### config.mk
export PLATFORM = sky130hd
export DESIGN_NAME = avr_hvpp_sequencer
export DESIGN_NICKNAME = d
export VERILOG_FILES = /design/src/rtl/avr_hvpp_sequencer.sv
export SDC_FILE = /design/constraint.sdc
export NUM_CORES = 1
export LEC_CHECK = 0
export ABC_AREA = 1
export ABC_CLOCK_PERIOD_IN_PS = 1890
export CAP_MARGIN = 10
export CELL_PAD_IN_SITES_DETAIL_PLACEMENT = 1
export CELL_PAD_IN_SITES_GLOBAL_PLACEMENT = 1
export CORE_MARGIN = 4
export CORE_UTILIZATION = 38
export CTS_BUF_LIST = sky130_fd_sc_hd__clkbuf_8 sky130_fd_sc_hd__clkbuf_16
export DETAILED_ROUTE_END_ITERATION = 8
export GPL_ROUTABILITY_DRIVEN = 0
export PLACE_DENSITY = 0.9
export SKIP_CTS_REPAIR_TIMING = 1
export SLEW_MARGIN = 5
export SYNTH_ARGS = -nofsm -noshare
export SYNTH_HDL_FRONTEND = slang
export SYNTH_SLANG_ARGS = --single-unit
### constraint.sdc
create_clock -name osc_in -period 1.89 [get_ports osc_in]
set_input_delay 0.378 -clock osc_in [delete_from_list [all_inputs] [get_ports osc_in]]
set_output_delay 0.378 -clock osc_in [all_outputs]
set_load 0.01 [all_outputs]
### src/rtl/avr_hvpp_sequencer.sv
// rtl/avr_hvpp_sequencer.sv - AVR high-voltage parallel programming sequencer
// Turns single host commands into timed XTAL/WR/OE/PAGEL pin sequences and polls RDY/BSY.
module avr_hvpp_sequencer #(
  parameter int XTAL_HALF = 4,
  parameter int WR_PULSE  = 8,
  parameter int OE_SETUP  = 6,
  parameter int BSY_WAIT  = 64,
  parameter int TIMEOUT   = 65535
) (
  input  logic       osc_in,
  input  logic       rst_n,
  input  logic       cmd_valid,
  output logic       cmd_ready,
  input  logic [2:0] cmd_op,
  input  logic [7:0] cmd_data,
  output logic       rsp_valid,
  output logic [7:0] rsp_data,
  output logic       rsp_err,
  input  logic [7:0] dut_din,
  input  logic       dut_rdy,
  output logic [7:0] dut_dout,
  output logic       dut_doe,
  output logic       dut_xtal,
  output logic       dut_wr_n,
  output logic       dut_oe_n,
  output logic       dut_pagel,
  output logic       dut_xa0,
  output logic       dut_xa1,
  output logic       dut_bs1,
  output logic       dut_bs2
);

  typedef enum logic [3:0] {
    S_IDLE, S_SETUP, S_XTAL_HI, S_XTAL_LO, S_WR_LO,
    S_WAIT_BSY, S_WAIT_RDY, S_OE_WAIT, S_PAGEL_HI, S_DONE
  } state_t;

  // Counts are loaded with N-1 so a state lasts exactly N cycles.
  localparam logic [15:0] XH_LD  = 16'(XTAL_HALF - 1);
  localparam logic [15:0] WR_LD  = 16'(WR_PULSE - 1);
  localparam logic [15:0] OE_LD  = 16'(OE_SETUP - 1);
  localparam logic [15:0] BSY_LD = 16'(BSY_WAIT - 1);
  localparam logic [15:0] TO_LD  = 16'(TIMEOUT - 1);

  state_t      state, state_n;
  logic [15:0] cnt, cnt_n;
  logic [2:0]  op_q;
  logic        rdy_s1, rdy_s2;
  logic        accept, err_set, cnt_zero;
  logic [3:0]  pin_sel;

  assign accept    = (state == S_IDLE) && cmd_valid;
  assign cnt_zero  = (cnt == 16'd0);
  assign cmd_ready = (state == S_IDLE);
  assign rsp_valid = (state == S_DONE);
  assign dut_xtal  = (state == S_XTAL_HI);
  assign dut_wr_n  = (state != S_WR_LO);
  assign dut_oe_n  = (state != S_OE_WAIT);
  assign dut_pagel = (state == S_PAGEL_HI);

  always_ff @(posedge osc_in or negedge rst_n) begin
    if (!rst_n) begin
      state <= S_IDLE;
      cnt   <= 16'd0;
    end else begin
      state <= state_n;
      cnt   <= cnt_n;
    end
  end

  always_comb begin
    state_n = state;
    cnt_n   = cnt_zero ? 16'd0 : cnt - 16'd1;
    err_set = 1'b0;
    // {xa1, xa0, bs1, bs2} applied at accept; unlisted pins keep their value
    case (cmd_op)
      3'd0:       pin_sel = 4'b1000;
      3'd1:       pin_sel = 4'b0000;
      3'd2:       pin_sel = 4'b0010;
      3'd3:       pin_sel = 4'b0100;
      3'd4:       pin_sel = 4'b0110;
      3'd5, 3'd6: pin_sel = {2'b00, cmd_data[0], cmd_data[1]};
      default:    pin_sel = {dut_xa1, dut_xa0, 1'b1, dut_bs2};
    endcase
    case (state)
      S_IDLE:     if (cmd_valid) state_n = S_SETUP;
      S_SETUP: begin
        case (op_q)
          3'd5:    state_n = S_WR_LO;
          3'd6:    state_n = S_OE_WAIT;
          3'd7:    state_n = S_PAGEL_HI;
          default: state_n = S_XTAL_HI;
        endcase
      end
      S_XTAL_HI:  if (cnt_zero) state_n = S_XTAL_LO;
      S_XTAL_LO:  if (cnt_zero) state_n = S_DONE;
      S_WR_LO:    if (cnt_zero) state_n = S_WAIT_BSY;
      S_WAIT_BSY: if (!rdy_s2 || cnt_zero) state_n = S_WAIT_RDY;
      S_WAIT_RDY: begin
        if (rdy_s2) begin
          state_n = S_DONE;
        end else if (cnt_zero) begin
          state_n = S_DONE;
          err_set = 1'b1;
        end
      end
      S_OE_WAIT:  if (cnt_zero) state_n = S_DONE;
      S_PAGEL_HI: if (cnt_zero) state_n = S_DONE;
      S_DONE:     state_n = S_IDLE;
      default:    state_n = S_IDLE;
    endcase
    if (state_n != state) begin
      case (state_n)
        S_XTAL_HI, S_XTAL_LO, S_PAGEL_HI: cnt_n = XH_LD;
        S_WR_LO:    cnt_n = WR_LD;
        S_OE_WAIT:  cnt_n = OE_LD;
        S_WAIT_BSY: cnt_n = BSY_LD;
        S_WAIT_RDY: cnt_n = TO_LD;
        default:    cnt_n = 16'd0;
      endcase
    end
  end

  always_ff @(posedge osc_in or negedge rst_n) begin
    if (!rst_n) begin
      rdy_s1   <= 1'b0;
      rdy_s2   <= 1'b0;
      op_q     <= 3'd0;
      dut_xa1  <= 1'b0;
      dut_xa0  <= 1'b0;
      dut_bs1  <= 1'b0;
      dut_bs2  <= 1'b0;
      dut_dout <= 8'd0;
      dut_doe  <= 1'b0;
      rsp_data <= 8'd0;
      rsp_err  <= 1'b0;
    end else begin
      rdy_s1 <= dut_rdy;
      rdy_s2 <= rdy_s1;
      if (accept) begin
        op_q <= cmd_op;
        {dut_xa1, dut_xa0, dut_bs1, dut_bs2} <= pin_sel;
        dut_doe  <= (cmd_op <= 3'd4);
        rsp_data <= 8'd0;
        rsp_err  <= 1'b0;
        if (cmd_op <= 3'd4) dut_dout <= cmd_data;
      end
      if (state == S_DONE) dut_doe <= 1'b0;
      if (state == S_OE_WAIT && cnt_zero) rsp_data <= dut_din;
      if (err_set) rsp_err <= 1'b1;
    end
  end

endmodule

==> results of run 1 <==
-- per-stage QoR --
step / worst slack (ns) / std cells / cell area, um2 / power, W / TNS [ns]
2_1_floorplan: 0.1566 / 331 / 2614 / 0.003841 / 0
3_3_place_gp: -0.008190 / 480 / 3445 / 0.005280 / -0.05292
3_5_place_dp: -0.09297 / 480 / 3445 / 0.005539 / -0.8260
4_1_cts: -0.2902 / 488 / 3532 / 0.006222 / -2.080
5_1_grt: -0.3209 / 502 / 3906 / 0.007859 / -6.729
6_report: -0.2049 / 502 / 3906 / 0.007499 / -3.415
-- state kept, by name, summed over array words and instances (netlist names) --
| register | count |
|---|---|
| dut_xa1 | 1 |
| op_q | 3 |
| rdy_s1 | 1 |
| rsp_data | 8 |
| dut_bs1 | 1 |
| dut_dout | 8 |
| dut_doe | 1 |
| dut_bs2 | 1 |
| rdy_s2 | 1 |
| state | 4 |
| dut_xa0 | 1 |
| rsp_err | 1 |
| cnt | 16 |
-- routing by layer --
| layer | vias up | wire, um |
|---|---|---|
| met4 | 0 | 506 |
| met2 | 148 | 6336 |
| met5 | - | 0 |
| li1 | 1244 | - |
| met3 | 44 | 776 |
| met1 | 1473 | 4326 |
-- cell families (layout without fill, tap and decap cells) --
logic type               count (synthesis)  count (layout)  share of synthesized area, %
XOR/XNOR                                12              12                         4.021
buffers and inverters                   35             129                         5.601
AO/OA/AOI/OAI                           17              17                         3.830
flip-flops                              47              47                         45.00
AND/OR/NAND/NOR                        210             210                         37.15
adder cells (fa/ha/maj)                  2               2                        0.9572
multiplexers                             8               8                         3.447
-- final timing paths --
path,cells past startpoint,start,slack [ns],end
worst max-delay path,13,state[2],-0.20,cnt[10]
worst min-delay path,2,rst_n,0.03,cnt[1]
worst max register to register,13,state[2],-0.20,cnt[10]
worst min register to register,0,rdy_s1,0.36,rdy_s2
max in group asynchronous,2,rst_n,1.61,dut_dout[3]
min in group osc_in,0,rdy_s1,0.36,rdy_s2
-- synth_stat cells (2+ instances only) --
cell	count	share of area (%)
sky130_fd_sc_hd__nand2_2	10	2.4
sky130_fd_sc_hd__a21oi_1	7	1.3
sky130_fd_sc_hd__nor2_4	3	1.3
sky130_fd_sc_hd__mux2_2	8	3.4
sky130_fd_sc_hd__xor2_1	7	2.3
sky130_fd_sc_hd__buf_1	2	0.29
sky130_fd_sc_hd__ha_1	2	0.96
sky130_fd_sc_hd__buf_4	2	0.57
sky130_fd_sc_hd__dfrtp_1	47	45
sky130_fd_sc_hd__inv_1	22	3.2
sky130_fd_sc_hd__inv_2	6	0.86
sky130_fd_sc_hd__nand3_2	3	1.1
sky130_fd_sc_hd__nand4_1	4	0.96
sky130_fd_sc_hd__o21ai_0	6	1.1
sky130_fd_sc_hd__xnor2_1	5	1.7
sky130_fd_sc_hd__nand2_1	87	12
sky130_fd_sc_hd__clkbuf_1	2	0.29
sky130_fd_sc_hd__nand3_1	39	7.5
sky130_fd_sc_hd__nor2_1	53	7.6
sky130_fd_sc_hd__nor2_2	3	0.72
sky130_fd_sc_hd__nor4_1	2	0.48
-- final cells by class --
class / count / area share, %
Timing Repair Buffer: 93 / 23.77
Sequential cell: 47 / 30.24
Clock inverter: 3 / 0.4805
Tap cell: 77 / 2.466
Multi-Input combinational cell: 249 / 38.40
Clock buffer: 5 / 1.762
Inverter: 28 / 2.883
-- worst reg2reg max path, cell delays in order, from the launching register on --
cell and delay [ns]:
sky130_fd_sc_hd__dfrtp_2 0.47, sky130_fd_sc_hd__buf_4 0.16, sky130_fd_sc_hd__nand2_4 0.12, sky130_fd_sc_hd__nor2_4 0.07, sky130_fd_sc_hd__nor2_2 0.14, sky130_fd_sc_hd__nand2_1 0.13
sky130_fd_sc_hd__nand2_2 0.15, sky130_fd_sc_hd__nand3_4 0.10, sky130_fd_sc_hd__nand2_2 0.07, sky130_fd_sc_hd__nand2_2 0.08, sky130_fd_sc_hd__nor2_8 0.18, sky130_fd_sc_hd__clkbuf_16 0.19
sky130_fd_sc_hd__nand3_1 0.09, sky130_fd_sc_hd__nand2_1 0.09
-- power groups by stage --
stage | clock network (W) | logic, W | registers (W)
floorplan | 0 | 0.00225 | 0.00159
global placement | 0 | 0.00374 | 0.00154
detailed placement | 0 | 0.00397 | 0.00157
CTS | 0.000652 | 0.00401 | 0.00156
global route | 0.000695 | 0.00550 | 0.00166
finish | 0.000664 | 0.00520 | 0.00163
==> out/results.txt, run 1 <==
Maximum number of pins on one net before global-route repair: 48
Core ar.: 6495 um2
Via count of the routed design: 2909
Data arrival time at the worst-slack endpoint: 2.36 ns
# nets final: 449
Cell internal pwr: 0.003811 W
Proportion of total power due to net switching: 49.18%
Initial standard-cell utilization of the core: 40.24%
Net switching power of the design: 0.003688 W
Slew HR: 72.81%
Fraction of registers with async set or reset after synthesis: 100.0%
Highest fanout seen on the critical path: 5
Count of maximum capacitance violations: 0
Synth Register Bits: 47
Total global routing overflow: 0
Syn Area/Cell: 7.897 um2
Post-route ant nets: 0
Violated checks: setup timing
Final Hold Violating Endpoints: 0
Global-route wire length before repair: 14030 um
Top library cells by usage in the layout, fill and taps aside: sky130_fd_sc_hd__nand2_1 (74), sky130_fd_sc_hd__clkdlybuf4s50_1 (44), sky130_fd_sc_hd__dfrtp_1 (43)
First drt pass iteration count: 4
Buffering stage count on the worst path with inverters included: 2
Slowest stage cell on the critical path: sky130_fd_sc_hd__dfrtp_2
IO buf count: 50
Portion of total power attributed to sequential cells: 21.8%
I/O pin count: 51
Combinational power share: 69.4%
Die area: 8269 um2
CP Class: flip-flop to flip-flop
CTS Sinks: 47
Clock tree from TritonCTS: yes
Library cell appearing most often on the critical path: sky130_fd_sc_hd__nand2_2
Post-Synthesis Cells: 331
Storage element area: 1181 um2
Largest vdd supply drop: 0.9359 mV
Final HPWL from detailed placement: 6468 um
PnR worst setup slack: -0.2049 ns
CTS max path bufs: 2
Setup Viol. Count Final: 34
Clock Tree Root: sky130_fd_sc_hd__clkbuf_8
Met1 Use GR: 23.73%
WL final: 11950 um
Min Hold Slack: 0.03419 ns
Fillers: 736
Peak Freq: 0.4774 GHz
Die X-Extent: 90.94 um
Mapped Area: 2614 um2
Most common flop cell mapped by yosys: sky130_fd_sc_hd__dfrtp_1
Clock latency at the later pin of the worst-skew pair: 0.32 ns
Clock transition time at the flip-flop clock pins of the worst setup and hold paths: 0.11 ns
GR Layer Usage met3: 5.868%
Unrepaired setup endpoints after global routing: true
Diodes inserted: 0
Most utilized layer in the global route result: met2
Multi-input combinational cell area: 1500 um2
Minimum clock period: 2.095 ns
Tot GR Track Use: 20.46%
Global-route track usage on met2: 37.28%
Cell area power density: 1920 nW/um2
Slew at the pin closest to its max-slew limit: 0.4068 ns
Category of the worst setup path launch point: flip-flop
Leading cell type in the layout, fill and taps excluded: sky130_fd_sc_hd__nand2_1
Count of flip-flops with a built-in enable after synthesis: 0
Post-layout utilization of the core: 60.14%
Final slew viol count: 0
Share of final-layout standard cells stronger than drive strength 1: 31.29%
Required time reported for the critical path endpoint: 2.15 ns
Worst hold-check path type: input port to async pin
Sequential fraction of the synthesis area: 45.00%
Netlist cell types: 32
Crit-path leading delay family: simple AND/OR/NAND/NOR gates
Vertical extent of the die: 90.94 um
P&R area growth vs syn: 49.45%
H-tree levels: 2
Final clock skew: 0.01483 ns
Clock share of power: 8.9%
Via count of the first global-routing pass: 2880
Run status: finished with violations
Leakage power total: 2.017 nW
Delay of the slowest cell on the worst path: 0.47 ns
Std-Cell Rows: 29
Via count normalized by instance count: 5.795
Final Cycle Share: 110.8%
Net count after synthesis: 356
Chain of cells forming the critical path: buf_4 > nand2_4 > nor2_4 > nor2_2 > nand2_1 > nand2_2 > nand3_4 > nand2_2 > nand2_2 > nor2_8 > clkbuf_16 > nand3_1 > nand2_1
Initial antenna violation count: 0
DRC violation count after routing: 0
Yosys warning total: 0
DRC violation total after the first TritonRoute iteration: 261
Type of element capturing the critical path: flip-flop
TritonCTS Buffers: 5
Routed wire per std cell: 23.79 um
Note: power is estimated with default switching activity, not from simulation.
==> run 2, diff against run 1 <==
- PLACE_DENSITY: 0.9 -> unset
- PLACE_DENSITY_LB_ADDON: unset -> 0.1
- SKIP_CTS_REPAIR_TIMING: 1 -> unset
==> run 2 against run 1 <==
Net effect: the flow still finishes with violations (setup timing); sequential cell count is the same; die area did not move; sequential power fell by 5%; hold slack worse by 0.013 ns; global-route usage is 0.30 points lower; register-to-register slack better by 0.11 ns; core utilization rose by 1.1 points; count of clock-buffer cells in the layout did not move; combinational power decreased by 5.6%; largest cell class unchanged; largest power group unchanged.
==> out/results.txt, run 2 (synthesized netlist as in run 1, its figures left out) <==
PnR worst setup slack: -0.09324 ns
Worst hold-check path type: input port to async pin
Minimum clock period: 1.983 ns
Violated checks: setup timing
Data arrival time at the worst-slack endpoint: 2.24 ns
Post-route ant nets: 0
Global-route wire length before repair: 13540 um
Std-Cell Rows: 29
Tot GR Track Use: 20.16%
Run status: finished with violations
P&R area growth vs syn: 52.18%
IO buf count: 50
CTS Hold Buffers Added: 0
Die area: 8269 um2
Register ranked first by flip-flop count: cnt
Die X-Extent: 90.94 um
Final Cycle Share: 104.9%
Worst setup slack before clock tree synthesis: -0.08308 ns
Total global routing overflow: 0
Peak Freq: 0.5042 GHz
DRC violation count after routing: 0
Net switching power of the design: 0.003360 W
Slew at the pin closest to its max-slew limit: 0.3920 ns
Chain of cells forming the critical path: nor2_1 > nand2_1 > nor2_4 > nand2_4 > nand2_2 > nand2_2 > nand4_1 > nand2_4 > nor2_8 > clkbuf_16 > nand3_1 > nand2_1
CTS max path bufs: 2
Initial standard-cell utilization of the core: 40.24%
Unrepaired setup endpoints after global routing: true
Leakage power total: 2.040 nW
Clock Tree Root: sky130_fd_sc_hd__clkbuf_8
I/O pin count: 51
Count of maximum capacitance violations: 0
Final HPWL from detailed placement: 5857 um
Vertical extent of the die: 90.94 um
# nets final: 468
First drt pass iteration count: 4
Cell internal pwr: 0.003778 W
Final clock skew: 0.008135 ns
WL final: 9134 um
DRC violation total after the first TritonRoute iteration: 111
Portion of total power attributed to sequential cells: 21.7%
Share of final-layout standard cells stronger than drive strength 1: 34.68%
Type of element capturing the critical path: flip-flop
Clock transition time at the flip-flop clock pins of the worst setup and hold paths: 0.10 ns
Core ar.: 6495 um2
Initial antenna violation count: 0
H-tree levels: 2
Critical Path Source: cnt[8]
CP Class: flip-flop to flip-flop
Highest fanout seen on the critical path: 8
Cell count after placement: 491
Via count normalized by instance count: 5.173
Slew HR: 73.67%
Clock tree from TritonCTS: yes
Largest register FFs: 16
Maximum number of pins on one net before global-route repair: 48
Clock share of power: 9.4%
Non-Filler Instances: 521
Setup Viol. Count Final: 16
Delay of the slowest cell on the worst path: 0.40 ns
Final Hold Violating Endpoints: 0
Largest vdd supply drop: 0.7956 mV
Via count of the routed design: 2695
TritonCTS Buffers: 5
Proportion of total power due to net switching: 47.07%
Slowest stage cell on the critical path: sky130_fd_sc_hd__dfrtp_1
Beginning of the worst register-to-register path: cnt[8]
Clock latency at the later pin of the worst-skew pair: 0.32 ns
Required time reported for the critical path endpoint: 2.15 ns
Leading cell type in the layout, fill and taps excluded: sky130_fd_sc_hd__nand2_1
Diodes inserted: 0
Cell area power density: 1794 nW/um2
Via count of the first global-routing pass: 2823
Final slew viol count: 0
Top library cells by usage in the layout, fill and taps aside: sky130_fd_sc_hd__nand2_1 (74), sky130_fd_sc_hd__buf_4 (54), sky130_fd_sc_hd__dfrtp_1 (45)
Category of the worst setup path launch point: flip-flop
CTS Sinks: 47
Combinational power share: 68.8%
Routed wire per std cell: 17.53 um
Registers with the highest flip-flop counts: cnt x16, dut_dout x8, rsp_data x8
run 2: cell types whose count changed in the layout (fill, tap and decap cells not counted), sizes merged, moves of 2 or more:
cell,previous run,this run
clkinv,3,1
dlygate4sd2,0,2
buf,42,63
dlymetal6s2s,5,0
inv,28,30
run 2: per-layer routing:
| layer | routed length, um | GRT usage (%) |
|---|---|---|
| met3 | 565 | 5.289 |
| met2 | 4470 | 33.84 |
| met1 | 3945 | 26.00 |
| met4 | 153 | 4.899 |
| met5 | 0 | 0 |
run 2: area by class of cell:
cell class                 count  area, um2
clock buffer                   5      68.82
clock inverter                 3      22.52
fill                         773       2517
inverter                      28      105.1
multi-input combinational    249       1493
sequential                    47       1179
tap                           77      96.34
timing repair buffer         112       1013
run 2: metrics by stage:
step / power (W) / util [%] / TNS [ns] / hold slack, ns / cell area (um2)
after floorplan: 0.003841 / - / 0 / 0.08241 / 2614
after global placement: 0.005272 / 53.92 / -0.001200 / 0.3318 / 3502
after detailed placement: 0.005398 / 53.92 / -0.3836 / 0.3434 / 3502
after CTS: 0.006308 / 57.31 / 0 / 0.04497 / 3722
after global routing: 0.007624 / 61.24 / -3.809 / 0.04159 / 3978
final: 0.007137 / 61.24 / -0.9400 / 0.02127 / 3978
run 2: power groups by stage:
stage          registers (W)  clock network (W)  logic, W
3_5_place_dp         0.00157                  0   0.00382
5_1_grt              0.00159           0.000735   0.00530
2_1_floorplan        0.00159                  0   0.00225
6_report             0.00155           0.000674   0.00491
3_3_place_gp         0.00156                  0   0.00371
4_1_cts              0.00154           0.000691   0.00408
run 2: final timing paths:
path	end	slack (ns)	depth (start not counted)
min	state[1]	0.02	2
max reg2reg	cnt[0]	-0.09	12
max	cnt[0]	-0.09	12
max in group asynchronous	dut_dout[5]	1.62	2
min reg2reg	rdy_s2	0.36	0
min in group osc_in	rdy_s2	0.36	0
run 2: critical path, delay by kind of cell (launching register included):
family                 cells  cell delay (ns)
buffers and inverters      1             0.18
flip-flops                 1             0.40
AND/OR/NAND/NOR           11             1.36
run 2: what timing repair did:
action | in CTS | in global routing
cloned | 0 | 1
setup buffers | 12 | 9
pin swaps | 4 | 27
resized for setup | 24 | 50
endpoints found under the setup margin | 29 | 28
